--- src/rtl/shifter_pkg.sv ---
// shifter_pkg: mode encodings and width helper shared by the pipelined shifter
package shifter_pkg;
  localparam logic [1:0] MODE_SLL = 2'd0;
  localparam logic [1:0] MODE_SRL = 2'd1;
  localparam logic [1:0] MODE_SRA = 2'd2;
  localparam logic [1:0] MODE_ROR = 2'd3;
  function automatic int clog2(input int v);
    int r;
    r = 0;
    while ((1 << r) < v) r++;
    return r;
  endfunction
endpackage

--- src/rtl/shift_stage.sv ---
// shift_stage: one barrel level (shift by SHIFT when its amount bit is set) plus its pipeline register
module shift_stage
  import shifter_pkg::*;
#(
  parameter int WIDTH = 8,
  parameter int SHIFT = 1,
  parameter int AW    = 3,
  parameter int TAG_W = 3
) (
  input  logic             clk,
  input  logic             rst,
  input  logic             en,
  input  logic             in_valid,
  input  logic [WIDTH-1:0] in_data,
  input  logic [AW-1:0]    in_amount,
  input  logic [1:0]       in_mode,
  input  logic [TAG_W-1:0] in_tag,
  input  logic             in_sat,
  output logic             out_valid,
  output logic [WIDTH-1:0] out_data,
  output logic [AW-1:0]    out_amount,
  output logic [1:0]       out_mode,
  output logic [TAG_W-1:0] out_tag,
  output logic             out_sat
);
  localparam int B = clog2(SHIFT);
  logic [WIDTH-1:0] sh;
  // SRA stays correct across stages because the MSB always holds the original sign
  always_comb
    sh = !in_amount[B]         ? in_data
       : in_mode == MODE_SLL ? {in_data[WIDTH-SHIFT-1:0], {SHIFT{1'b0}}}
       : in_mode == MODE_SRL ? {{SHIFT{1'b0}}, in_data[WIDTH-1:SHIFT]}
       : in_mode == MODE_SRA ? {{SHIFT{in_data[WIDTH-1]}}, in_data[WIDTH-1:SHIFT]}
       :                       {in_data[SHIFT-1:0], in_data[WIDTH-1:SHIFT]};
  always_ff @(posedge clk or posedge rst)
    if (rst) begin
      out_valid  <= 1'b0;
      out_data   <= '0;
      out_amount <= '0;
      out_mode   <= '0;
      out_tag    <= '0;
      out_sat    <= 1'b0;
    end else if (en) begin
      out_valid  <= in_valid;
      out_data   <= sh;
      out_amount <= in_amount;
      out_mode   <= in_mode;
      out_tag    <= in_tag;
      out_sat    <= in_sat;
    end
endmodule

--- src/rtl/pipelined_shifter.sv ---
// pipelined_shifter: log2(WIDTH)-stage SLL/SRL/SRA/ROR shifter with valid/ready flow control and a tag sideband
module pipelined_shifter
  import shifter_pkg::*;
#(
  parameter int WIDTH      = 8,
  parameter int TAG_W      = 3,
  parameter int SAT_AMOUNT = 1
) (
  input  logic             CLK,
  input  logic             RESET,
  input  logic             in_valid,
  output logic             in_ready,
  input  logic [WIDTH-1:0] in_data,
  input  logic [7:0]       in_amount,
  input  logic [1:0]       in_mode,
  input  logic [TAG_W-1:0] in_tag,
  output logic             out_valid,
  input  logic             out_ready,
  output logic [WIDTH-1:0] out_data,
  output logic [TAG_W-1:0] out_tag,
  output logic             busy
);
  localparam int L = clog2(WIDTH);
  logic                        advance;
  logic [L:0]                  v, s;
  logic [L:0][WIDTH-1:0]       d;
  logic [L:0][L-1:0]           a;
  logic [L:0][1:0]             m;
  logic [L:0][TAG_W-1:0]       t;
  logic [L-1:0]                unused_amount;
  assign advance       = !out_valid || out_ready;
  assign in_ready      = advance;
  assign v[0]          = in_valid;
  assign d[0]          = in_data;
  assign a[0]          = L'(in_amount);
  assign m[0]          = in_mode;
  assign t[0]          = in_tag;
  assign s[0]          = SAT_AMOUNT != 0 && (in_amount >> L) != 8'd0 && in_mode != MODE_ROR;
  assign unused_amount = a[L];
  for (genvar k = 0; k < L; k++) begin : g_stage
    shift_stage #(.WIDTH(WIDTH), .SHIFT(1 << k), .AW(L), .TAG_W(TAG_W)) u_stage (
      .clk(CLK), .rst(RESET), .en(advance),
      .in_valid(v[k]), .in_data(d[k]), .in_amount(a[k]), .in_mode(m[k]), .in_tag(t[k]), .in_sat(s[k]),
      .out_valid(v[k+1]), .out_data(d[k+1]), .out_amount(a[k+1]), .out_mode(m[k+1]), .out_tag(t[k+1]),
      .out_sat(s[k+1])
    );
  end
  // oversized shifts collapse to zero, or to sign copies for SRA
  assign out_data  = !s[L] ? d[L] : m[L] == MODE_SRA ? {WIDTH{d[L][WIDTH-1]}} : '0;
  assign out_valid = v[L];
  assign out_tag   = t[L];
  assign busy      = |v[L:1];
endmodule
--- config.mk ---
export PLATFORM = sky130hd
export DESIGN_NAME = pipelined_shifter
export DESIGN_NICKNAME = d
export VERILOG_FILES = /design/src/rtl/shifter_pkg.sv /design/src/rtl/shift_stage.sv /design/src/rtl/pipelined_shifter.sv
export SDC_FILE = /design/constraint.sdc
export NUM_CORES = 1
export LEC_CHECK = 0
export ABC_AREA = 1
export BUFFER_PORTS_ARGS = -buffer_cell sky130_fd_sc_hd__buf_2
export CORE_MARGIN = 8
export CORE_UTILIZATION = 55
export DETAILED_ROUTE_END_ITERATION = 8
export HOLD_SLACK_MARGIN = 0.03
export PLACE_DENSITY = 0.77
export SYNTH_ARGS = -nofsm -noshare
export SYNTH_HDL_FRONTEND = slang
export SYNTH_HIERARCHICAL = 1
export SYNTH_SLANG_ARGS = --single-unit
--- constraint.sdc ---
create_clock -name CLK -period 1.5 [get_ports CLK]
set_clock_uncertainty 0.2 [all_clocks]
set_input_delay 0.075 -clock CLK [delete_from_list [all_inputs] [get_ports CLK]]
set_output_delay 0.075 -clock CLK [all_outputs]
set_load 0.1 [all_outputs]
# Yosys cells after proc, flatten, opt, wreduce, memory -nomap -nowiden
# Index checks and enable logic that the tools add are counted.
# Widths: inputs -> output; s select.
# classes
n_eq_ne	8
muxes	14
n_reduce_logical	8
# op_table
operator	count
$mux 8	14
$eq 2x2->1 const B	4
$reduce_bool 8->1	1
$eq 2x1->1 const B	3
$logic_not 2->1	3
$reduce_or 3->1	1
$ne 2x2->1 const B	1
$logic_and 1x1->1	1
$logic_not 1->1	1
$logic_or 1x1->1	1
# word_totals
register_bits	51
in_bits	25
out_inout_bits	14
elab_cells	47

# Longest topological paths before layout
# logic_depth
word_depth	5
mapped_depth	8
depth_no_buf	7

# Cells and area by module
# Netlist, hierarchy kept.
# by_module_without_submodules
mod	n_inst	cells_per_inst	area_each_um2
shift_stage at g_stage[0].u_stage	1	115	882.1
shift_stage at g_stage[1].u_stage	1	111	880.8
shift_stage at g_stage[2].u_stage	1	105	833.3
pipelined_shifter	1	28	136.4

# Least setup slack after synthesis
# OpenSTA, ideal clock, no wires.
# synth_path
path_type	reg2out
start	register g_stage[2].u_stage.out_sat
end	output port out_data[0]
arrival_ns	2.599
t_required_ns	1.225
path_slack_ns	-1.374
path_stages_with_launch	2
path_buffers	0
path_cell_list	dfrtp_1 -> o21ai_0
# synth_via
elab_chain_cells	1
# synth_lines
element	line_no	source
start, declared	shift_stage.sv:24	output logic out_sat
start signal, assigned	shift_stage.sv:49	out_sat <= in_sat;
$mux 8	pipelined_shifter.sv:49	assign out_data = !s[L] ? d[L] : m[L] == MODE_SRA ? {WIDTH{d[L][WIDTH-1]}} : '0;
end, declared	pipelined_shifter.sv:19	output logic [WIDTH-1:0] out_data,
# Every way passes these cells.

# Worst setup path in the final report
# layout_path
start	register g_stage[2].u_stage.out_valid
end	register g_stage[1].u_stage.out_data[1]
# layout_via
elab_chain_cells	2
# layout_lines
element	line_no	source
start, declared	shift_stage.sv:19	output logic out_valid,
start signal, assigned	shift_stage.sv:44	out_valid <= in_valid;
$logic_not 1->1	pipelined_shifter.sv:31	assign advance = !out_valid || out_ready;
$logic_or 1x1->1	pipelined_shifter.sv:31	
end signal, assigned	shift_stage.sv:45	out_data <= sh;
end, declared	shift_stage.sv:20	output logic [WIDTH-1:0] out_data,
# Every way passes these cells.
# A chain may end at the register's enable or synchronous reset.

==> results.md <==
Critical path:
- The data required time of the worst path is 1510 ps.
- The critical path endpoint category is a register.
- The category of the worst setup path launch point is a register.
- The number of cells traversed by the worst register-to-register path is 6.
- Data arrives at the worst endpoint at 1750 ps.
- The startpoint-to-endpoint class of the critical path is register to register.
- In this run the worst path has a maximum fanout of 7.

Clocking:
- The number of buffers inserted during clock tree synthesis is 5.
- The total number of H-tree levels is 2.
- No sink is reached through more buffers than the 2 on the longest clock path.
- Clock tree synthesis found a total of 48 sinks.
- Clock-pin slew was measured on the worst setup and hold paths at 90 ps.
- The TritonCTS clock tree is done.
- The clock latency of the later-clocked register in the worst-skew pair is 310 ps.
- The tree is rooted in a sky130_fd_sc_hd__clkbuf_8.

Timing:
- Setup repair after global routing could not meet its margin everywhere.
- The hold violation total from the final report is 0.
- The max-slew violation total from the final report came to 0.
- The summed negative setup slack over all endpoints is -2770 ps.
- The headroom to the max-slew limit is 56.7%.
- Counting I/O delays and the setup requirement, the final critical path takes 1740 ps.
- The achievable frequency is 575 MHz.
- At the pin with the least slew margin, the transition time is 649 ps.
- After layout, the worst path uses 116% of the clock period.
- Setup violations remaining at the end of the flow were counted as 43.
- Setup slack on the critical path of the routed design comes to -239 ps.

Floorplan:
- The effective utilization at floorplan is 57.6%.
- The total area inside the core boundary comes to 4380 µm².
- The die covers 7020 µm².
- The floorplan row count is 24.
- The number of placed I/O pins is 39.
- The height of the chip is 83.8 µm.
- The die is 83.8 µm wide.

Route:
- For this run, design rule violations remaining after detail routing come to 0.
- Dividing the detail-routed via count by the number of cells gives 5.60.
- The number of vias after detailed routing is 2606.
- For this block, the routed nets add up to 7.91 mm of wire.
- The starting DRC count in detailed routing is 249.
- The post-detailed-route count of antenna-violating nets is 0.
- In the final routed layout, each cell accounts on average for 17.0 µm.
- The pre-antenna-repair detailed-routing pass consisted of 5 iterations.

Placement:
- At the end of routability-driven placement, the weighted congestion stood at 0.860.
- The count of port buffers added during placement is 38.
- The HPWL after detailed placement is 4.16 mm.

Hold path:
- In this run the worst hold path is classified as input port to register.
- The number of cells traversed by the worst hold path is 5.

Logic synthesis:
- The mean area per synthesized cell is 7.45 µm².
- Yosys printed 6 warnings.
- The cell area that synthesis handed to floorplanning was 2530 µm².
- The net count after synthesis is 364.
- The instance count of the mapped netlist is 339.

Power and ir drop:
- Power spread over the standard cell area amounts to 2260 nW/µm².
- Registers are responsible for 28.2% of the overall power.
- Net switching is 52.0% of the power.
- Across the VDD grid, the largest voltage drop is 0.00129 V.
- The net load switching power is 4480 µW.
- In this run, the clock network consumes 9.7% of the power.
- The combinational cell fraction of total power is 62.1%.
- The internal power consumption is 4130 µW.
- In this run the static leakage power is 0.00189 µW.

GRT:
- The number of antenna violations at the first check in global routing came to 0.
- The via count of the first global-routing pass was 2528.
- Entering global routing, the biggest net connects 21 pins.
- After global routing the overflow that remains totals 0.
- The all-layer global routing usage is 19.0%.
- The first global-routing pass estimated 11.4 mm of wire.

Finish:
- For this run, the post-layout net count is 437.
- The number of antenna diodes in the final layout is 0.
- Cells with a size suffix above 1 make up 33.4% of the layout.
- For this run, the share of the core covered by cells in the final layout is 86.7%.
- The layout-stage area growth over the synthesis result is 50.5%.
- Summing all multi-input logic gate instances after layout gives 1370 µm².
- The count of filler cells inserted in the layout is 230.
- Registers take 1210 µm².

Status:
- The flow ran to the end, but the final reports show violations.
- The final reports fail on setup timing.

Run:
- The max-capacitance violation count is 0.
## critical path, cell delays in order (launching register included)
cell,delay (ps)
sky130_fd_sc_hd__dfrtp_4,510
sky130_fd_sc_hd__buf_12,140
sky130_fd_sc_hd__nand2_8,90
sky130_fd_sc_hd__buf_16,210
sky130_fd_sc_hd__buf_8,150
sky130_fd_sc_hd__nand4_1,160
sky130_fd_sc_hd__o211ai_1,160
## path summary, 6_finish.rpt
kind                                                            startpoint                                         end  slack (ps)
worst max-delay path              g_stage[2].u_stage/out_valid$_DFFE_PP0P_  g_stage[1].u_stage/out_data[1]$_DFFE_PP0P_        -240
min in group asynchronous                                            RESET    g_stage[2].u_stage/out_valid$_DFFE_PP0P_         240
worst min register to register  g_stage[2].u_stage/out_data[6]$_DFFE_PP0P_  g_stage[2].u_stage/out_data[6]$_DFFE_PP0P_         290
max in group asynchronous                                            RESET  g_stage[0].u_stage/out_data[5]$_DFFE_PP0P_         400
worst max register to register    g_stage[2].u_stage/out_valid$_DFFE_PP0P_  g_stage[1].u_stage/out_data[1]$_DFFE_PP0P_        -240
worst min-delay path                                             out_ready   g_stage[0].u_stage/out_tag[1]$_DFFE_PP0P_         170
## flip-flops by register name, indices dropped and copies added (netlist names)
name	flops
g_stage.u_stage/out_tag	9
g_stage.u_stage/out_valid	3
g_stage.u_stage/out_sat	3
g_stage.u_stage/out_amount	3
g_stage.u_stage/out_data	24
g_stage.u_stage/out_mode	6
## per-stage QoR
stage / hold WS [ps] / cell area, µm² / setup WS (ps) / total power, µW / instances
after floorplan: -224 / 2670 / -200 / 5440 / 339
after global placement: -35.3 / 2940 / 57.5 / 6360 / 419
after detailed placement: -28.4 / 2940 / 50.4 / 6460 / 419
after CTS: 115 / 3380 / -128 / 7600 / 457
after global routing: 174 / 3800 / -235 / 8990 / 465
final: 169 / 3800 / -239 / 8610 / 465
## layout by cell type (no fill, tap or decap), types with 4 or more instances in the layout
cell type / n
sky130_fd_sc_hd__o21ai_4: 8
sky130_fd_sc_hd__nand2_4: 5
sky130_fd_sc_hd__buf_2: 28
sky130_fd_sc_hd__a21oi_2: 16
sky130_fd_sc_hd__o21ai_1: 8
sky130_fd_sc_hd__inv_1: 36
sky130_fd_sc_hd__nand2_2: 10
sky130_fd_sc_hd__inv_2: 6
sky130_fd_sc_hd__nor2_2: 7
sky130_fd_sc_hd__a21oi_4: 4
sky130_fd_sc_hd__buf_12: 14
sky130_fd_sc_hd__nand2_1: 115
sky130_fd_sc_hd__nor2_4: 5
sky130_fd_sc_hd__nand3_1: 23
sky130_fd_sc_hd__buf_4: 4
sky130_fd_sc_hd__nand4_1: 4
sky130_fd_sc_hd__a21oi_1: 4
sky130_fd_sc_hd__nand3_2: 5
sky130_fd_sc_hd__buf_8: 4
sky130_fd_sc_hd__dfrtp_1: 46
sky130_fd_sc_hd__clkbuf_8: 6
sky130_fd_sc_hd__dlygate4sd3_1: 23
sky130_fd_sc_hd__nor2_1: 11
## timing repair
item | 4_1_cts | 5_1_grt
hold endpoints to repair | 65 | 0
hold buffers | 23 | 0
gates resized for setup | 13 | 76
setup endpoints to repair | 11 | 30
setup buffers | 6 | 5
cloned | 1 | 3
pin swaps | 3 | 16
## metal layers
layer	vias up	global-route usage, %	routed length [µm]
li1	1206	-	-
met1	1258	19.9	2910
met2	116	34.9	4310
met3	26	4.98	453
met4	0	7.54	246
met5	-	0	0
## power by group through the flow
stage / Clock (µW) / Combinational (µW) / Sequential, µW
floorplan: 0 / 2820 / 2620
global placement: 0 / 4030 / 2330
detailed placement: 0 / 4100 / 2360
CTS: 836 / 4430 / 2330
global route: 894 / 5610 / 2480
finish: 834 / 5340 / 2430
## layout make-up
type / instances / area share, %
inverters: 45 / 5.99
well taps: 52 / 1.71
repair inverters: 2 / 0.592
repair buffers: 77 / 21.5
flip-flops and latches: 48 / 31.7
multi-input cells: 233 / 36.0
clock inverters: 1 / 0.230
clock buffers: 7 / 2.27
(Power assumes the default switching activity.)
